### src/rtl/painterengine_gpu_axi_reader.sv
// DMA read engine: splits an address/length job into 4 KB-safe AXI4 INCR read bursts
// and streams returned words to the requester under a valid/next handshake.
module painterengine_gpu_axi_reader #(
   parameter int unsigned PARAM_MAX_BURST = 16
) (
   input  logic        i_wire_clock,
   input  logic        i_wire_resetn,
   input  logic        i_wire_reader_resetn,
   input  logic [31:0] i_wire_reader_address,
   input  logic [31:0] i_wire_reader_length,
   output logic        o_wire_reader_done,
   output logic        o_wire_reader_error,
   output logic [31:0] o_wire_reader_data,
   output logic        o_wire_reader_data_valid,
   input  logic        i_wire_reader_data_next,
   output logic [31:0] o_wire_m_axi_araddr,
   output logic [7:0]  o_wire_m_axi_arlen,
   output logic [2:0]  o_wire_m_axi_arsize,
   output logic [1:0]  o_wire_m_axi_arburst,
   output logic        o_wire_m_axi_arvalid,
   input  logic        i_wire_m_axi_arready,
   input  logic [31:0] i_wire_m_axi_rdata,
   input  logic [1:0]  i_wire_m_axi_rresp,
   input  logic        i_wire_m_axi_rlast,
   input  logic        i_wire_m_axi_rvalid,
   output logic        o_wire_m_axi_rready
);

   localparam int unsigned ADDR_W     = 32;
   localparam int unsigned BEAT_W     = 9;
   localparam int unsigned PAGE_W     = 13;
   localparam int unsigned PAGE_WDS_W = 11;

   typedef enum logic [2:0] {
      S_IDLE, S_CALC, S_ADDR, S_DATA, S_DRAIN, S_DONE, S_ERROR
   } state_t;

   state_t               state, state_next;
   logic [ADDR_W-1:0]    reg_address;
   logic [ADDR_W-1:0]    reg_remaining;
   logic [BEAT_W-1:0]    reg_beats;
   logic [BEAT_W-1:0]    reg_beat_count;
   logic                 reg_error_flag;
   logic                 reg_abort;

   logic [PAGE_W-1:0]     page_bytes;
   logic [PAGE_WDS_W-1:0] page_words;
   logic [ADDR_W-1:0]     burst_words;

   logic latch_job, load_beats, clear_count, take_beat, advance, set_err;
   logic beat, last_beat, resp_err;
   logic rready_c, data_valid_c;

   // Burst size: bounded by words left, max burst and words to the next 4 KB page
   always_comb begin
      page_bytes  = 13'd4096 - {1'b0, reg_address[11:0]};
      page_words  = PAGE_WDS_W'(page_bytes >> 2);
      burst_words = reg_remaining;
      if (burst_words > 32'(PARAM_MAX_BURST)) burst_words = 32'(PARAM_MAX_BURST);
      if (burst_words > 32'(page_words))      burst_words = 32'(page_words);
   end

   always_ff @(posedge i_wire_clock or negedge i_wire_resetn) begin
      if (!i_wire_resetn) state <= S_IDLE;
      else                state <= state_next;
   end

   always_comb begin
      state_next   = state;
      rready_c     = 1'b0;
      data_valid_c = 1'b0;
      latch_job    = 1'b0;
      load_beats   = 1'b0;
      clear_count  = 1'b0;
      take_beat    = 1'b0;
      advance      = 1'b0;
      set_err      = 1'b0;
      beat         = 1'b0;
      last_beat    = (reg_beat_count + 9'd1) == reg_beats;
      resp_err     = i_wire_m_axi_rresp != 2'b00;
      unique case (state)
         S_IDLE: begin
            if (i_wire_reader_resetn) begin
               latch_job = 1'b1;
               if (i_wire_reader_length == 32'd0)            state_next = S_DONE;
               else if (i_wire_reader_address[1:0] != 2'b00) state_next = S_ERROR;
               else                                          state_next = S_CALC;
            end
         end
         S_CALC: begin
            if (!i_wire_reader_resetn) state_next = S_IDLE;
            else begin
               load_beats = 1'b1;
               state_next = S_ADDR;
            end
         end
         S_ADDR: begin
            // An issued AR must complete; an abort seen meanwhile drains the burst
            if (i_wire_m_axi_arready) begin
               clear_count = 1'b1;
               state_next  = (reg_abort || !i_wire_reader_resetn) ? S_DRAIN : S_DATA;
            end
         end
         S_DATA: begin
            rready_c     = i_wire_reader_data_next;
            beat         = i_wire_m_axi_rvalid & i_wire_reader_data_next;
            data_valid_c = beat & ~resp_err;
            if (beat) begin
               take_beat = 1'b1;
               if (!i_wire_reader_resetn) begin
                  state_next = i_wire_m_axi_rlast ? S_IDLE : S_DRAIN;
               end else if (resp_err || (i_wire_m_axi_rlast != last_beat)) begin
                  set_err    = 1'b1;
                  state_next = i_wire_m_axi_rlast ? S_ERROR : S_DRAIN;
               end else if (last_beat) begin
                  advance    = 1'b1;
                  state_next = (reg_remaining == 32'd1) ? S_DONE : S_CALC;
               end
            end else if (!i_wire_reader_resetn) begin
               state_next = S_DRAIN;
            end
         end
         S_DRAIN: begin
            rready_c = 1'b1;
            if (i_wire_m_axi_rvalid && i_wire_m_axi_rlast)
               state_next = reg_error_flag ? S_ERROR : S_IDLE;
         end
         S_DONE, S_ERROR: begin
            if (!i_wire_reader_resetn) state_next = S_IDLE;
         end
         default: state_next = S_IDLE;
      endcase
   end

   // Job datapath
   always_ff @(posedge i_wire_clock or negedge i_wire_resetn) begin
      if (!i_wire_resetn) begin
         reg_address    <= '0;
         reg_remaining  <= '0;
         reg_beats      <= '0;
         reg_beat_count <= '0;
         reg_error_flag <= 1'b0;
         reg_abort      <= 1'b0;
      end else begin
         if (latch_job) begin
            reg_address   <= i_wire_reader_address;
            reg_remaining <= i_wire_reader_length;
         end
         if (load_beats)  reg_beats      <= BEAT_W'(burst_words);
         if (clear_count) reg_beat_count <= '0;
         if (take_beat) begin
            reg_beat_count <= reg_beat_count + 9'd1;
            reg_remaining  <= reg_remaining - 32'd1;
         end
         if (advance) reg_address <= reg_address + 32'({reg_beats, 2'b00});
         if (state_next == S_IDLE) reg_error_flag <= 1'b0;
         else if (set_err)         reg_error_flag <= 1'b1;
         if (state == S_ADDR) begin
            if (!i_wire_reader_resetn) reg_abort <= 1'b1;
         end else begin
            reg_abort <= 1'b0;
         end
      end
   end

   assign o_wire_m_axi_arvalid     = (state == S_ADDR);
   assign o_wire_m_axi_araddr      = o_wire_m_axi_arvalid ? reg_address : '0;
   assign o_wire_m_axi_arlen       = o_wire_m_axi_arvalid ? 8'(reg_beats - 9'd1) : '0;
   assign o_wire_m_axi_arsize      = 3'b010;
   assign o_wire_m_axi_arburst     = 2'b01;
   assign o_wire_m_axi_rready      = rready_c;
   assign o_wire_reader_data_valid = data_valid_c;
   assign o_wire_reader_data       = data_valid_c ? i_wire_m_axi_rdata : '0;
   assign o_wire_reader_done       = (state == S_DONE);
   assign o_wire_reader_error      = (state == S_ERROR);

endmodule

### config.mk
export PLATFORM = sky130hd
export DESIGN_NAME = painterengine_gpu_axi_reader
export DESIGN_NICKNAME = d
export VERILOG_FILES = /design/src/rtl/painterengine_gpu_axi_reader.sv
export SDC_FILE = /design/constraint.sdc
export NUM_CORES = 1
export LEC_CHECK = 0
export ABC_AREA = 1
export ABC_CLOCK_PERIOD_IN_PS = 7020
export CORE_UTILIZATION = 54
export DETAILED_ROUTE_END_ITERATION = 8
export PLACE_DENSITY = 0.88
export SLEW_MARGIN = 20
export SYNTH_ARGS = -nofsm -noshare
export SYNTH_HDL_FRONTEND = slang
export SYNTH_SLANG_ARGS = --single-unit
### constraint.sdc
create_clock -name i_wire_clock -period 7.02 [get_ports i_wire_clock]
set_input_delay 1.053 -clock i_wire_clock [delete_from_list [all_inputs] [get_ports i_wire_clock]]
set_output_delay 1.053 -clock i_wire_clock [all_outputs]
set_load 0.005 [all_outputs]
==> reports/results.ini <==
[outcome]
outcome=finished clean

[cts]
cts_setup_buffers=0
cts_tree=built
cts_hold_buf=0
cts_sinks=87
htree_levels=3
clkTransAtPathRegs_ns=0.07
clockRootBuffer=clkbuf_16
cts_resized=0
clk_latency_ns=0.35
cts.path.max_buffers=2
cts_buffers=9

[place]
dp_hpwl_um=15900
io_buffers=181
placed_area_sq_um=9130
gp_congestion=0.928

[drt]
top_layer_used=met4
dr_wl_met3_um=2160
wire_per_inst_um=14.8
drc=0
num_vias=8033
dr.pass1.iters=5
routed_wl_um=21500
ant_nets=0
drt-met1-wl_um=8400
drt_iter0_drc=735
vias_per_cell=5.54
wl_met2_um=10400

[synthesis]
synth-xor-area-share=0.0367
yosys.area_share.simple=0.338
seq_area_frac_synth=0.303
synthesis.area_sq_um=7200
avgSynthCellArea_sq_um=6.53
yosys_warnings=0
synth.area.mux_share=0
synth_top_family_by_area=simple AND/OR/NAND/NOR gates
synth-edff-count=0
synth_compound_area_frac=0.154
syn_inst=1102
ys_seq_elements=87
synth_fa_ha_area_frac=0.0462
synth_top_flop_cell=dfrtp_1
synth_cell_types=54
synthArstFlopShare=1.00

[timing]
worst_pin_slew_ns=0.919
setup_viol=0
relSlewSlack=0.386
fin_worst_skew_ns=0.00697
finalHoldViolations=0
period_needed_ns=4.31
maxSlewViolCount=0
max_freq_mhz=232
period_share=0.615
rsz0062_at_grt=no
timing.setup.tns_ns=0

[finish]
seqCellArea_sq_um=2180
diodes=0
drive_above_1_share=0.0516
fillers=1012
final_common_cell=nand2_1
area_growth_pct=32.1
final_area_sq_um=9510
layout.nets=1406
final_cell_mix=nand2_1 (252), clkdlybuf4s50_1 (180), inv_1 (177)
multi_input_area_sq_um=4180

[global_route]
grt_pass1_vias=7562
grt-ovfl-total=0
grt_antenna_before_repair=0
grt_max_degree=67
grt_util_all_layers=0.315
grt_pass1_wl_um=35500

[worst_setup_path]
path_class=input pin to primary output
worstSetupStartpointType=input pin
crit_fanout=33
reg2reg_depth=23
worstPathRequired_ns=5.97
worstSetupEndpointType=primary output
critPathArrivalTime_ns=3.26

[power]
cellPowerDensity_nw_per_um2=355
leakage_nw=4.43
vdd_drop_max_uv=236

[floorplan]
dieArea_sq_um=13800
rows=41
start_util=0.561
fp.dieW_um=117
core-area_sq_um=12800
die_y_um=117
io_pins=187

[hold_path]
hold_path.class=flip-flop to flip-flop
min_path_cells=2

[run]
maxCapViolCount=0

-- worst max-delay path: stages --
cell	delay, ns
clkdlybuf4s50_1	0.40
nor2_1	0.34
nand2_1	0.62
nor2_1	0.30
clkdlybuf4s50_1	0.54
-- cell families (layout without fill, tap and decap cells) --
| logic type | count (synthesis) | after routing |
|---|---|---|
| fa+ha+maj | 26 | 26 |
| other cells | 2 | 11 |
| flops | 87 | 87 |
| simple gates | 558 | 558 |
| xor+xnor | 27 | 27 |
| buf+inv | 219 | 387 |
| compound gates | 183 | 183 |
-- registers in the layout, indices dropped and copies added, names as in the netlist --
register        count
reg_address        32
reg_remaining      32
reg_beat_count      9
reg_beats           9
state               3
reg_abort           1
reg_error_flag      1
-- synthesized netlist by cell type, types with 10 or more instances --
cell      instances  area [sq um]
a21oi_1          35           175
clkbuf_1         19          71.3
dfrtp_1          87          2180
ha_1             25           313
inv_1           177           664
nand2_1         252           946
nand3_1          52           260
nand4_1          18           113
nor2_1          175           657
nor2_2           10          62.6
nor3_1           15          75.1
o211ai_1         16           120
o21ai_0          73           365
o221ai_1         17           149
o22ai_1          14          87.6
xor2_1           23           201
-- routing by layer --
layer / global-route usage / vias up
met3: 0.0603 / 53
met5: 0 / -
met1: 0.385 / 3613
li1: - / 3886
met2: 0.551 / 481
met4: 0.107 / 0
-- through the flow --
stage | hold WS (ns) | setup slack (ns) | utilization | total power [mW] | instances
finish | 0.530 | 2.71 | 0.742 | 3.38 | 1451
global route | 0.559 | 2.39 | 0.742 | 3.64 | 1451
CTS | 0.527 | 2.68 | 0.742 | 3.34 | 1451
detailed placement | 0.510 | 2.70 | 0.712 | 2.69 | 1436
global placement | 0.490 | 2.80 | 0.712 | 2.63 | 1436
floorplan | 0.471 | 4.03 | - | 2.12 | 1111
-- final cells by class --
cell class,count,share of cell area
Multi-Input combinational cell,805,0.440
Clock buffer,9,0.0237
Inverter,185,0.0735
Clock inverter,6,0.0166
Tap cell,172,0.0226
Timing Repair Buffer,187,0.195
Sequential cell,87,0.229
-- where the power goes --
part           total, mW  internal [mW]  switching (mW)
logic               1.77          0.703            1.07
registers          0.982          0.728           0.253
clock network      0.622          0.418           0.204
total               3.38           1.85            1.53
-- path summary, 6_finish.rpt --
kind	startpoint	endpoint	slack (ns)
hold / removal	reg_remaining[27]$_DFFE_PN0P_	reg_remaining[27]$_DFFE_PN0P_	0.53
setup reg to reg	reg_address[1]$_DFFE_PN0P_	reg_beats[3]$_DFFE_PN0P_	3.59
hold reg to reg	reg_remaining[27]$_DFFE_PN0P_	reg_remaining[27]$_DFFE_PN0P_	0.53
max in group asynchronous	i_wire_resetn	reg_beat_count[3]$_DFFE_PN0P_	5.27
min in group asynchronous	i_wire_resetn	reg_address[31]$_DFFE_PN0P_	0.58
setup / recovery	i_wire_m_axi_rresp[1]	o_wire_reader_data[1]	2.71
Power figures use the tool's default switching activity.
